## src/rtl/led_mode_sequencer.sv

```systemverilog
// Button-driven lighting mode controller: debounces one key and produces R/G/B duty words
// for off, static white, breathing white and colour-wheel modes.
module led_mode_sequencer #(
  parameter int unsigned STEP_DIV = 46875,
  parameter int unsigned DEBOUNCE = 1000000
) (
  input  logic       clk,
  input  logic       rst,
  input  logic       key_in,
  output logic [7:0] duty_r,
  output logic [7:0] duty_g,
  output logic [7:0] duty_b,
  output logic [1:0] mode,
  output logic       step_tick
);

  localparam int unsigned DebW  = $clog2(DEBOUNCE);
  localparam int unsigned StepW = $clog2(STEP_DIV);
  localparam logic [DebW-1:0]  DebMax  = DebW'(DEBOUNCE - 1);
  localparam logic [StepW-1:0] StepMax = StepW'(STEP_DIV - 1);

  localparam logic [1:0] ModeOff     = 2'd0;
  localparam logic [1:0] ModeWhite   = 2'd1;
  localparam logic [1:0] ModeBreath  = 2'd2;
  localparam logic [1:0] ModeRainbow = 2'd3;

  logic            key_meta_q, key_sync_q, key_lvl_q, key_prev_q;
  logic [DebW-1:0] deb_cnt_q;
  logic            press;

  logic [StepW-1:0] step_cnt_q;
  logic             step_tick_q;

  logic [1:0] mode_q, mode_d;
  logic [7:0] env_q, env_d;
  logic       dir_q, dir_d;  // 0 = rising, 1 = falling
  logic [7:0] ramp_q, ramp_d;
  logic [1:0] phase_q, phase_d;

  logic [7:0] duty_r_q, duty_g_q, duty_b_q;
  logic [7:0] duty_r_d, duty_g_d, duty_b_d;

  // Counter runs only while the synchronized level disagrees with the accepted one.
  always_ff @(posedge clk) begin
    if (rst) begin
      key_meta_q <= 1'b0;
      key_sync_q <= 1'b0;
      key_lvl_q  <= 1'b0;
      key_prev_q <= 1'b0;
      deb_cnt_q  <= '0;
    end else begin
      key_meta_q <= key_in;
      key_sync_q <= key_meta_q;
      key_prev_q <= key_lvl_q;
      if (key_sync_q == key_lvl_q) begin
        deb_cnt_q <= '0;
      end else if (deb_cnt_q == DebMax) begin
        key_lvl_q <= key_sync_q;
        deb_cnt_q <= '0;
      end else begin
        deb_cnt_q <= deb_cnt_q + DebW'(1);
      end
    end
  end

  assign press = key_lvl_q & ~key_prev_q;

  always_ff @(posedge clk) begin
    if (rst) begin
      step_cnt_q  <= '0;
      step_tick_q <= 1'b0;
    end else if (step_cnt_q == StepMax) begin
      step_cnt_q  <= '0;
      step_tick_q <= 1'b1;
    end else begin
      step_cnt_q  <= step_cnt_q + StepW'(1);
      step_tick_q <= 1'b0;
    end
  end

  // A press takes priority over a coincident step and restarts the working state.
  always_comb begin
    mode_d  = mode_q;
    env_d   = env_q;
    dir_d   = dir_q;
    ramp_d  = ramp_q;
    phase_d = phase_q;
    if (press) begin
      mode_d  = mode_q + 2'd1;
      env_d   = '0;
      dir_d   = 1'b0;
      ramp_d  = '0;
      phase_d = '0;
    end else if (step_tick_q) begin
      unique case (mode_q)
        ModeBreath: begin
          if (!dir_q) begin
            env_d = env_q + 8'd1;
            if (env_d == 8'hFF) dir_d = 1'b1;
          end else begin
            env_d = env_q - 8'd1;
            if (env_d == 8'h00) dir_d = 1'b0;
          end
        end
        ModeRainbow: begin
          ramp_d = ramp_q + 8'd1;
          if (ramp_q == 8'hFF) phase_d = (phase_q == 2'd2) ? 2'd0 : phase_q + 2'd1;
        end
        ModeOff, ModeWhite: ;
      endcase
    end
  end

  // Duties follow the registered mode but the freshly stepped envelope/wheel position.
  always_comb begin
    duty_r_d = 8'h00;
    duty_g_d = 8'h00;
    duty_b_d = 8'h00;
    unique case (mode_q)
      ModeOff: ;
      ModeWhite: begin
        duty_r_d = 8'hFF;
        duty_g_d = 8'hFF;
        duty_b_d = 8'hFF;
      end
      ModeBreath: begin
        duty_r_d = env_d;
        duty_g_d = env_d;
        duty_b_d = env_d;
      end
      ModeRainbow: begin
        case (phase_d)
          2'd0: begin
            duty_r_d = ~ramp_d;
            duty_g_d = ramp_d;
          end
          2'd1: begin
            duty_g_d = ~ramp_d;
            duty_b_d = ramp_d;
          end
          default: begin
            duty_b_d = ~ramp_d;
            duty_r_d = ramp_d;
          end
        endcase
      end
    endcase
  end

  always_ff @(posedge clk) begin
    if (rst) begin
      mode_q   <= ModeOff;
      env_q    <= '0;
      dir_q    <= 1'b0;
      ramp_q   <= '0;
      phase_q  <= '0;
      duty_r_q <= '0;
      duty_g_q <= '0;
      duty_b_q <= '0;
    end else begin
      mode_q   <= mode_d;
      env_q    <= env_d;
      dir_q    <= dir_d;
      ramp_q   <= ramp_d;
      phase_q  <= phase_d;
      duty_r_q <= duty_r_d;
      duty_g_q <= duty_g_d;
      duty_b_q <= duty_b_d;
    end
  end

  assign duty_r    = duty_r_q;
  assign duty_g    = duty_g_q;
  assign duty_b    = duty_b_q;
  assign mode      = mode_q;
  assign step_tick = step_tick_q;

endmodule

```

## config.mk

```make
export PLATFORM = sky130hd
export DESIGN_NAME = led_mode_sequencer
export DESIGN_NICKNAME = d
export VERILOG_FILES = /design/src/rtl/led_mode_sequencer.sv
export SDC_FILE = /design/constraint.sdc
export NUM_CORES = 1
export LEC_CHECK = 0
export ABC_AREA = 1
export BUFFER_PORTS_ARGS = -buffer_cell sky130_fd_sc_hd__buf_2
export CORE_AREA = 3 3 104 106
export DETAILED_ROUTE_END_ITERATION = 10
export DIE_AREA = 0 0 107 109
export PLACE_DENSITY = 0.66
export SLEW_MARGIN = 40
export SYNTH_ARGS = -nofsm -noshare
export SYNTH_HDL_FRONTEND = slang
export SYNTH_SLANG_ARGS = --single-unit
```

## constraint.sdc

```tcl
create_clock -name clk -period 2 [get_ports clk]
set_input_delay 0.4 -clock clk [delete_from_list [all_inputs] [get_ports clk]]
set_output_delay 0.4 -clock clk [all_outputs]
set_load 0.05 [all_outputs]
```

# --- Yosys cells after proc, flatten, opt, wreduce, memory -nomap -nowiden ---
# Cells that the tools add are included.
totals:
  output_inout_bits: 27
  regBits: 86
  word_cells: 65
  inputBits: 3
op_classes:
  n_mux: 22
  n_reduce_logical: 7
  eq_ne: 10
  bitwise_logic: 4
  addsub: 7
ops:
  columns: ["operator", "n"]
  rows:
  - ["$pmux W8 S3", 3]
  - ["$mux W8", 7]
  - ["$pmux W8 S2", 3]
  - ["$add A20 B1 Y20 const B", 1]
  - ["$eq A20 B20 Y1 const B", 1]
  - ["$add A16 B1 Y16 const B", 1]
  - ["$add A8 B1 Y8 const B", 2]
  - ["$eq A16 B16 Y1 const B", 1]
  - ["$eq A8 B8 Y1 const B", 2]
  - ["$mux W2", 5]
  - ["$logic_not A8 Y1", 1]
  - ["$not A8 Y8", 1]
  - ["$sub A8 B1 Y8 const B", 1]
  - ["$eq A2 B2 Y1 const B", 3]
  - ["$add A2 B1 Y2 const B", 2]
  - ["$eq A2 B1 Y1 const B", 2]
  - ["$mux W1", 4]
  - ["$reduce_and A2 Y1", 2]
  - ["$reduce_or A2 Y1", 2]
  - ["$reduce_or A3 Y1", 1]
  - ["$logic_not A2 Y1", 1]
  - ["$not A1 Y1", 2]
  - ["$and A1 B1 Y1", 1]
  - ["$eq A1 B1 Y1", 1]

# --- Logic depth before layout (Yosys ltp) ---
# Gate-level depths: netlist of the first run.
logic_depth:
  word_depth: 9
  depth_mapped: 14
  depth_no_buf: 14

# --- Worst setup path before layout of the first run ---
# Ideal clock, no wire load.
synth_path:
  path_kind: "register to register"
  startpoint: "reg mode_q[1] (netlist: mode[1])"
  endpoint: "reg duty_b_q[1] (netlist: duty_b[1])"
  slack_ns: -0.257
  t_required_ns: 1.930
  setup_ns: 0.070
  arrival_ns: 2.186
  stages_incl_launch_ff: 13
  synth_period_minus_slack_ns: 2.257
  n_path_buf: 1
  path_cell_list: "dfxtp_1 ha_1 nand3_2 nor2_4 nand3_4 nand2_4 nand3_4 buf_6 nand2_1 nand2_1 o21ai_1 nand2_1 a21oi_1"
synth_via:
  elab_chain_len: 7
  elab_cells_between_ends: 17
  cone_classes: "eq/ne: 4; mux: 11; bitwise: 1; reduce/logical: 1"
synth_rtl:
  columns: ["element", "line", "text"]
  rows:
  - ["start: declaration", "34", "logic [1:0] mode_q, mode_d;"]
  - ["start signal: assignment", "152", "mode_q <= ModeOff;"]
  - ["start signal: assignment", "161", "mode_q <= mode_d;"]
  - ["$eq A2 B2 Y1", "95, 119", null]
  - ["$mux W2 or $mux W8 (tied branches)", "95", "unique case (mode_q)"]
  - ["$mux W2 or $mux W8 (tied branches)", "94", "end else if (step_tick_q) begin"]
  - ["$mux W2 or $mux W8 (tied branches)", "88", "if (press) begin"]
  - ["$eq A2 B1 Y1 (tied with other cells)", "132", "case (phase_d)"]
  - ["$pmux W8 S2", "132", null]
  - ["$pmux W8 S3 *", "119", "unique case (mode_q)"]
  - ["end signal: assignment", "168", "duty_b_q <= duty_b_d;"]
  - ["end: declaration", "40", "logic [7:0] duty_r_q, duty_g_q, duty_b_q;"]
# Mark *: on every way between the ends. The rest lies on a longest branch, timed or not.
# A chain may end at the register's enable or synchronous reset.

# --- Worst setup path after layout of the first run ---
layout_path:
  startpoint: "reg mode_q[0] (netlist: mode[0])"
  endpoint: "reg duty_b_q[5] (netlist: duty_b[5])"
# The elaborated chain is that of the path after synthesis.

==> impl_metrics.env, run 1 <==
export IMPL_grt_ovfl_total=0
export IMPL_start_util_pct=45.1
export IMPL_drive_above_1_share_pct=17.2
export IMPL_status="finished, final reports clean"
export IMPL_fp_row_count=36
export IMPL_fin_setup_tns_ns=0
export IMPL_grt_pass1_wl_um=17300
export IMPL_synthCells=653
export IMPL_fmax_mhz=525
export IMPL_firstDrtPassIters=5
export IMPL_fin_crit_sh_pct=95.3
export IMPL_max_cap_violations=0
export IMPL_period_needed_ns=1.91
export IMPL_top_level_ports=30
export IMPL_clk_path_buf_depth=2
export IMPL_area_growth_pct=17.3
export IMPL_antenna_found_initial=0
export IMPL_dp_cells=814
export IMPL_synth_fp_nets=666
export IMPL_core_um2=9860
export IMPL_path_clk_slew_ns=0.09
export IMPL_rsz0062_at_grt="yes"
export IMPL_power_leakage_nw=2.35
export IMPL_crit_arrival_ns=2.19
export IMPL_cts_sink_count=86
export IMPL_dpl_instance_area_um2=4820
export IMPL_final_cell_mix="177 x nand2_1, 79 x dfxtp_1, 72 x inv_1"
export IMPL_crit_required_ns=2.29
export IMPL_critPathCaptureType="flip-flop"
export IMPL_ys_seq_elements=86
export IMPL_grt_util_all_layers_pct=18.0
export IMPL_critPathMaxFanout=7
export IMPL_die_width_um=107
export IMPL_ys_top_cells_by_area="dfxtp_1 39%, nand2_1 15%, inv_1 6.3%"
export IMPL_layout_nets=716
export IMPL_ant_nets=0
export IMPL_worst_pin_slew_ns=0.490
export IMPL_gp_congestion=0.909
export IMPL_clock_skew_ns=0.0148
export IMPL_path_class="flip-flop to flip-flop"
export IMPL_grt_max_degree=38
export IMPL_io_buffers=29
export IMPL_die_y_um=109
export IMPL_yosysWarnings=0
export IMPL_yosysSeqAreaShare_pct=38.7
export IMPL_stdcell_area_um2=5220
export IMPL_synth_edff_count=0
export IMPL_maxSlewViolCount=0
export IMPL_setup_viol=0
export IMPL_dieArea_um2=11700
export IMPL_wl_per_cell_um=12.3
export IMPL_synth_top_cell_area_share_pct=38.7
export IMPL_cts_htree_levels=3
export IMPL_instances_no_fill=841
export IMPL_cp_start_kind="flip-flop"
export IMPL_n_antenna_cell=0
export IMPL_ir_drop_mv=0.476
export IMPL_p_per_area_nw_per_um2=563
export IMPL_drt_iter0_markers=213
export IMPL_yosys_area_top_type="dfxtp_1"
export IMPL_cts_hold_fix_buffers=0
export IMPL_drc=0
export IMPL_synth_cell_types=37
export IMPL_viasPerCell=5.09
export IMPL_layout_cells_most_common="nand2_1"
export IMPL_syn_avg_cell_area_um2=6.81
export IMPL_final_util_pct=52.9
export IMPL_cts_root_buf="clkbuf_8"
export IMPL_cts_tree="built"
export IMPL_dr_total_vias=4280
export IMPL_drt_total_wl_um=10300
export IMPL_cts_inserted_buffers=9
export IMPL_synth_flop_cell="dfxtp_1"
export IMPL_relSlewSlack_pct=67.3
export IMPL_synthArstFlopShare_pct=0
export IMPL_synthesis_area_um2=4450
export IMPL_finalHoldViolCount=0
export IMPL_clk_latency_ns=0.35
export IMPL_grt_pass1_vias=3825
export IMPL_place_hpwl_um=7500
export IMPL_hold_path_class="input port to flip-flop"
## path summary, 6_finish.rpt
kind	startpoint	end	slack (ns)	cells past startpoint
worst max-delay path	mode[0]	duty_b[5]	0.09	13
worst max register to register	mode[0]	duty_b[5]	0.09	13
worst min-delay path	key_in	key_meta_q	0.27	3
worst min register to register	key_meta_q	key_sync_q	0.42	2
## cells by family (layout without fill, tap and decap cells)
kind of cell | Yosys count | in the layout | synth area share, %
AND/OR/NAND/NOR | 362 | 364 | 36.6
buffers and inverters | 98 | 151 | 8.58
flip-flops | 86 | 86 | 38.7
AO/OA/AOI/OAI | 77 | 77 | 9.34
XOR/XNOR | 20 | 20 | 3.94
adder cells (fa/ha/maj) | 10 | 10 | 2.81
## state kept, by name, summed over array words and instances, names as in the netlist
name	cells
deb_cnt_q	20
dir_q	1
duty_b	8
duty_g	8
duty_r	8
env_q	8
key_lvl_q	1
key_meta_q	1
key_prev_q	1
key_sync_q	1
mode	2
phase_q	2
ramp_q	8
step_cnt_q	16
step_tick	1
## cells in the mapped netlist (4+ instances only)
master and count:
nand4_1 18, nor4_1 5, nor2_1 71, buf_2 5, ha_1 10, inv_1 75
or2_2 4, nand3_1 46, nor3_1 17, o21ai_0 19, a21oi_1 42, o21ai_1 5
o211ai_1 4, clkbuf_1 13, xor2_1 17, nand2_1 182, dfxtp_1 86
## report_power, final
group          internal [mW]  switching [mW]
registers               1.72         0.00551
clock network          0.510           0.659
logic                 0.0140          0.0351
## layout make-up
| class | count | area [µm²] |
|---|---|---|
| inverters | 78 | 303 |
| well taps | 133 | 166 |
| fillers | 952 | 4650 |
| flip-flops and latches | 86 | 1740 |
| clock inverters | 6 | 51.3 |
| repair buffers | 57 | 368 |
| multi-input cells | 471 | 2450 |
| clock buffers | 10 | 138 |
## critical path, cell delays in order (launching register included)
cell,delay [ns]
dfxtp_4,0.37
ha_4,0.16
nand3_4,0.09
nor2_4,0.17
nand3_4,0.11
nand2_4,0.15
nand3_4,0.15
nand2_4,0.14
nand2_2,0.09
inv_4,0.09
nand2_1,0.06
nand2_1,0.06
nand2_1,0.07
a21oi_2,0.13
## through the flow
stage	power [mW]	setup slack [ns]	hold slack, ns
global route	3.06	-0.0488	0.258
finish	2.94	0.0936	0.269
CTS	2.97	0.0248	0.260
detailed placement	1.81	-0.0233	0.411
global placement	1.81	0.0454	0.392
floorplan	1.79	0.0429	0.388
## timing repair
item,4_1_cts,5_1_grt
setup endpoints to repair,14,29
gates resized for setup,3,27
setup buffers,3,6
pin swaps,2,5
cloned,1,1
## metal layers
layer  track usage (%)  up-vias  routed length, µm
li1                  -     2197                  -
met3              3.79       15                447
met1              22.8     1967               4640
met2              31.5      101               5060
met5                 0        -                  0
met4              4.38        0                181
No activity file was read; power rests on OpenSTA's default activity.
==> run 2: changes to the inputs <==
--- a/config.mk
+++ b/config.mk
@@ -5,12 +5,11 @@
 export SDC_FILE = /design/constraint.sdc
 export NUM_CORES = 1
 export LEC_CHECK = 0
-export ABC_AREA = 1
 export BUFFER_PORTS_ARGS = -buffer_cell sky130_fd_sc_hd__buf_2
-export CORE_AREA = 3 3 104 106
+export CORE_AREA = 3 3 93 95
 export DETAILED_ROUTE_END_ITERATION = 10
-export DIE_AREA = 0 0 107 109
-export PLACE_DENSITY = 0.66
+export DIE_AREA = 0 0 96 98
+export PLACE_DENSITY = 0.74
 export SLEW_MARGIN = 40
 export SYNTH_ARGS = -nofsm -noshare
 export SYNTH_HDL_FRONTEND = slang
==> impl_metrics.env, run 2 <==
export IMPL_ys_top_cells_by_area="dfxtp_1 43%, xnor2_1 7.8%, xor2_1 7.4%"
export IMPL_place_hpwl_um=6080
export IMPL_drc=0
export IMPL_status="finished, final reports clean"
export IMPL_synthArstFlopShare_pct=0
export IMPL_start_util_pct=51.7
export IMPL_swShare_pct=20.0
export IMPL_cp_start_kind="flip-flop"
export IMPL_synth_common_cells="86 x dfxtp_1, 71 x nor2_1, 39 x nand2_1, 36 x xnor2_1, 34 x xor2_1"
export IMPL_grt_pass1_vias=3123
export IMPL_rsz0062_at_grt="no"
export IMPL_fin_crit_sh_pct=93.7
export IMPL_yosys_area_top_type="dfxtp_1"
export IMPL_viasPerCell=5.41
export IMPL_synth_fp_nets=471
export IMPL_cts_resized=0
export IMPL_worst_pin_slew_ns=0.506
export IMPL_maxSlewViolCount=0
export IMPL_drive_above_1_share_pct=18.9
export IMPL_critical_path_top_delay_family="simple AND/OR/NAND/NOR gates"
export IMPL_die_width_um=96
export IMPL_clk_latency_ns=0.35
export IMPL_largest_reg_flops=20
export IMPL_r2r_start="ramp_q[1]"
export IMPL_cts_sink_count=86
export IMPL_n_antenna_cell=0
export IMPL_endpoint="duty_r[4]"
export IMPL_fp_row_count=32
export IMPL_max_stage_delay_ns=0.35
export IMPL_power_leakage_nw=1.80
export IMPL_max_cap_violations=0
export IMPL_finalHoldViolCount=0
export IMPL_fin_setup_tns_ns=0
export IMPL_grt_ovfl_total=0
export IMPL_fmax_mhz=533
export IMPL_ir_drop_mv=0.344
export IMPL_relSlewSlack_pct=66.3
export IMPL_cp_cell_sequence="ha_1 -> and4_2 -> nand3_4 -> xor2_1 -> o311ai_2 -> buf_4 -> o21ai_0"
export IMPL_area_growth_pct=17.5
export IMPL_grt_max_degree=21
export IMPL_setup_viol=0
export IMPL_synth_cell_types=57
export IMPL_grt_pass1_wl_um=14400
export IMPL_top_register="deb_cnt_q"
export IMPL_firstDrtPassIters=4
export IMPL_worstReg2RegEnd="duty_r[4]"
export IMPL_syn_avg_cell_area_um2=8.80
export IMPL_p_per_area_nw_per_um2=672
export IMPL_cts_inserted_buffers=9
export IMPL_postCtsSetupRepairBufs=0
export IMPL_drt_iter0_markers=148
export IMPL_synthCells=458
export IMPL_layout_cells_most_common="dfxtp_1"
export IMPL_path_class="flip-flop to flip-flop"
export IMPL_die_y_um=98
export IMPL_critPathCaptureType="flip-flop"
export IMPL_layout_nets=521
export IMPL_synth_most_common_cell="dfxtp_1"
export IMPL_critPathMaxFanout=9
export IMPL_synthesis_area_um2=4030
export IMPL_dr_total_vias=3327
export IMPL_hold_path_class="input port to flip-flop"
export IMPL_core_um2=7810
export IMPL_crit_required_ns=2.23
export IMPL_ys_seq_elements=86
export IMPL_cts_tree="built"
export IMPL_power_mw=3.19
export IMPL_path_clk_slew_ns=0.09
export IMPL_clock_power_share_pct=44.7
export IMPL_top_level_ports=30
export IMPL_reg2reg_slack_ns=0.13
export IMPL_reg2reg_depth=7
export IMPL_ant_nets=0
export IMPL_cts_root_buf="clkbuf_8"
export IMPL_io_buffers=29
export IMPL_power_frac_seq_pct=54.0
export IMPL_yosysWarnings=0
export IMPL_synth_edff_count=0
export IMPL_p_switching_mw=0.638
export IMPL_yosysSeqAreaShare_pct=42.7
export IMPL_synth_flop_cell="dfxtp_1"
export IMPL_cpMaxStageDelayCell="dfxtp_1"
export IMPL_crit_arrival_ns=2.10
export IMPL_clock_skew_ns=0.00982
export IMPL_dp_slack_ns=0.0626
export IMPL_period_needed_ns=1.87
export IMPL_reg_top3="deb_cnt_q x20, step_cnt_q x16"
export IMPL_cts_htree_levels=3
export IMPL_grt_util_all_layers_pct=18.7
export IMPL_dieArea_um2=9410
export IMPL_final_cell_mix="82 x dfxtp_1, 71 x nor2_1, 38 x nand2_1"
export IMPL_worstHoldStart="key_in"
export IMPL_clk_path_buf_depth=2
export IMPL_startpoint="ramp_q[1]"
export IMPL_gp_congestion=0.907
export IMPL_path_depth=7
export IMPL_wl_per_cell_um=13.6
export IMPL_pwr_share_comb_pct=1.2
export IMPL_antenna_found_initial=0
export IMPL_intPower_mw=2.55
export IMPL_cp_num_buf_inv=1
export IMPL_synth_top_cell_area_share_pct=42.7
export IMPL_drt_total_wl_um=8340
export IMPL_cts_hold_fix_buffers=0
export IMPL_worst_slack_ns=0.126
[run 2: cell count changes in the layout (fill, tap and decap cells not counted), sizes merged, moves of 6 or more]
cell | before | now
and3 | 0 | 7
or3 | 0 | 6
xnor2 | 3 | 36
nand2 | 187 | 39
nor2b | 0 | 7
nand3 | 51 | 18
xor2 | 17 | 34
nor3 | 18 | 8
inv | 80 | 7
a21oi | 42 | 11
[run 2: cell families after synthesis]
kind of cell	Yosys count	synth area share, %
adders and majority gates	10	3.10
and+or+nand+nor	204	25.1
buffers and inverters	25	2.95
DFF	86	42.7
AOI/OAI and AO/OA	56	9.00
xor gates and xnor gates	70	15.2
muxes	7	1.92
[run 2: layout make-up]
cell class                      instances  area [µm²]
Inverter                                6        22.5
Clock buffer                           12         166
Sequential cell                        86        1730
Clock inverter                          4        75.1
Timing Repair Buffer                   58         375
Fill cell                             693        3070
Multi-Input combinational cell        347        2240
Tap cell                              102         128
[run 2: worst min path at each step]
| stage | to | depth (start not counted) |
|---|---|---|
| floorplan | key_sync_q | 1 |
| global placement | key_sync_q | 1 |
| detailed placement | key_sync_q | 1 |
| CTS | key_meta_q | 2 |
| global route | key_meta_q | 2 |
| finish | key_meta_q | 2 |
[run 2: metal layers]
metal	up-vias	global-route usage [%]	share of wire, %
met5	-	0	0
met4	0	4.60	1.5
met3	17	5.32	4.2
met2	61	29.8	47
met1	1570	24.8	47
li1	1679	-	-
[run 2: metrics by stage]
stage	hold WS, ns	instances	util, %	area (µm²)
after floorplan	0.414	458	-	4050
after global placement	0.422	599	57.1	4460
after detailed placement	0.427	599	57.1	4460
after CTS	0.259	615	60.2	4700
after global routing	0.283	615	60.7	4740
final	0.262	615	60.7	4740
[run 2: power by group through the flow]
| stage | combinational (mW) | sequential, mW | clock [mW] |
|---|---|---|---|
| floorplan | 0.0288 | 1.76 | 0 |
| global placement | 0.0384 | 1.76 | 0 |
| detailed placement | 0.0392 | 1.76 | 0 |
| CTS | 0.0396 | 1.72 | 1.46 |
| global route | 0.0457 | 1.72 | 1.53 |
| finish | 0.0397 | 1.72 | 1.42 |
==> run 3: changes to the inputs <==
==> config.mk (replaced) <==
export PLATFORM = sky130hd
export DESIGN_NAME = led_mode_sequencer
export DESIGN_NICKNAME = d
export VERILOG_FILES = /design/src/rtl/led_mode_sequencer.sv
export SDC_FILE = /design/constraint.sdc
export NUM_CORES = 1
export LEC_CHECK = 0
export CORE_AREA = 3 3 93 95
export DETAILED_ROUTE_END_ITERATION = 10
export DIE_AREA = 0 0 96 98
export DONT_BUFFER_PORTS = 1
export GPL_ROUTABILITY_DRIVEN = 0
export PLACE_DENSITY = 0.7
export SLEW_MARGIN = 40
export SYNTH_ARGS = -nofsm -noshare
export SYNTH_HDL_FRONTEND = slang
export SYNTH_SLANG_ARGS = --single-unit
export TNS_END_PERCENT = 5
==> impl_metrics.env, run 3 (synthesis gave the netlist of run 2 again) <==
export IMPL_clock_skew_ns=0.0138
export IMPL_largest_reg_flops=20
export IMPL_cts_sink_count=86
export IMPL_layout_nets=492
export IMPL_n_antenna_cell=0
export IMPL_hold_slack_ns=0.118
export IMPL_antenna_found_initial=0
export IMPL_fin_setup_tns_ns=0
export IMPL_crit_required_ns=2.22
export IMPL_fmax_mhz=525
export IMPL_period_needed_ns=1.91
export IMPL_critPathCaptureType="flip-flop"
export IMPL_swShare_pct=20.6
export IMPL_instances_no_fill=586
export IMPL_reg_top3="deb_cnt_q x20, step_cnt_q x16"
export IMPL_crit_arrival_ns=2.13
export IMPL_die_y_um=98
export IMPL_stdcell_area_um2=4620
export IMPL_hold_path_class="input port to flip-flop"
export IMPL_cts_hold_fix_buffers=0
export IMPL_top_register="deb_cnt_q"
export IMPL_p_per_area_nw_per_um2=663
export IMPL_cts_tree="built"
export IMPL_ir_drop_mv=0.320
export IMPL_dp_cells=570
export IMPL_clk_path_buf_depth=2
export IMPL_fin_crit_sh_pct=95.3
export IMPL_cp_start_kind="flip-flop"
export IMPL_dpl_instance_area_um2=4330
export IMPL_drt_iter0_markers=141
export IMPL_cts_inserted_buffers=9
export IMPL_holdPathStages=1
export IMPL_multi_input_area_um2=2270
export IMPL_n_fill_cell=691
export IMPL_reg2reg_depth=7
export IMPL_relSlewSlack_pct=65.1
export IMPL_rsz0062_at_grt="yes"
export IMPL_dieArea_um2=9410
export IMPL_cts_htree_levels=3
export IMPL_clk_latency_ns=0.35
export IMPL_intPower_mw=2.43
export IMPL_layout_cells_most_common="dfxtp_1"
export IMPL_start_util_pct=51.7
export IMPL_pwr_share_comb_pct=1.0
export IMPL_status="finished, final reports clean"
export IMPL_drc=0
export IMPL_core_um2=7810
export IMPL_area_growth_pct=14.5
export IMPL_drt_total_wl_um=8600
export IMPL_grt_pass1_wl_um=15000
export IMPL_maxSlewViolCount=0
export IMPL_io_buffers=0
export IMPL_critPathMaxFanout=12
export IMPL_power_leakage_nw=1.65
export IMPL_clock_power_share_pct=42.7
export IMPL_max_cap_violations=0
export IMPL_die_width_um=96
export IMPL_fp_row_count=32
export IMPL_final_cell_mix="81 x dfxtp_1, 70 x nor2_1, 38 x nand2_1"
export IMPL_grt_ovfl_total=0
export IMPL_cts_root_buf="clkbuf_8"
export IMPL_top_level_ports=30
export IMPL_ant_nets=0
export IMPL_power_frac_seq_pct=56.3
export IMPL_final_util_pct=59.1
export IMPL_path_clk_slew_ns=0.08
export IMPL_worst_pin_slew_ns=0.523
export IMPL_finalHoldViolCount=0
export IMPL_firstDrtPassIters=4
export IMPL_p_switching_mw=0.631
export IMPL_grt_pass1_vias=3192
export IMPL_wl_per_cell_um=14.7
export IMPL_drive_above_1_share_pct=15.1
export IMPL_seqCellArea_um2=1730
export IMPL_grt_max_degree=21
export IMPL_place_hpwl_um=6250
export IMPL_path_class="flip-flop to flip-flop"
export IMPL_grt_util_all_layers_pct=19.8
export IMPL_setup_viol=0
export IMPL_viasPerCell=5.46
export IMPL_dr_total_vias=3199
[run 3: path summary, 6_finish.rpt]
check | start | endpoint | slack [ns]
worst max-delay path | env_q[2] | duty_r[3] | 0.09
worst min-delay path | rst | key_lvl_q | 0.12
worst max register to register | env_q[2] | duty_r[3] | 0.09
worst min register to register | key_meta_q | key_sync_q | 0.44
[run 3: area by class of cell]
| class | count | area share, % |
|---|---|---|
| flip-flops and latches | 86 | 37.5 |
| inverters | 6 | 0.488 |
| well taps | 102 | 2.76 |
| clock buffers | 10 | 2.76 |
| multi-input cells | 347 | 49.2 |
| clock inverters | 6 | 1.87 |
| repair buffers | 29 | 5.42 |
[run 3: worst max-delay path: stages, from the launching register on]
cell,delay (ns)
dfxtp_1,0.34
buf_12,0.15
or4b_1,0.51
a21oi_1,0.18
xnor2_1,0.20
o21ai_1,0.15
nand2_1,0.14
o21ai_0,0.11
[run 3: routing by layer]
layer	vias to the layer above	part of all wire [%]	GRT usage [%]
met5	-	0	0
met4	0	2.5	8.10
met3	18	3.9	3.93
met2	68	47	30.5
met1	1507	47	26.7
li1	1606	-	-
[run 3: what timing repair did]
item | in CTS | in global routing
endpoints found under the setup margin | 6 | 20
setup buffers | 0 | 0
gates resized for setup | 2 | 17
[run 3: power by group through the flow]
| stage | Combinational, mW | Sequential [mW] | Clock, mW |
|---|---|---|---|
| 3_3_place_gp | 0.0295 | 1.76 | 0 |
| 5_1_grt | 0.0342 | 1.72 | 1.41 |
| 3_5_place_dp | 0.0310 | 1.76 | 0 |
| 4_1_cts | 0.0311 | 1.72 | 1.34 |
| 6_report | 0.0304 | 1.72 | 1.31 |
| 2_1_floorplan | 0.0288 | 1.76 | 0 |
[run 3: through the flow]
step / power [mW] / setup WS (ns)
after floorplan: 1.79 / 0.00245
after global placement: 1.79 / 0.0972
after detailed placement: 1.79 / -0.00306
after CTS: 3.09 / 0.00301
after global routing: 3.17 / -0.0303
final: 3.06 / 0.0949
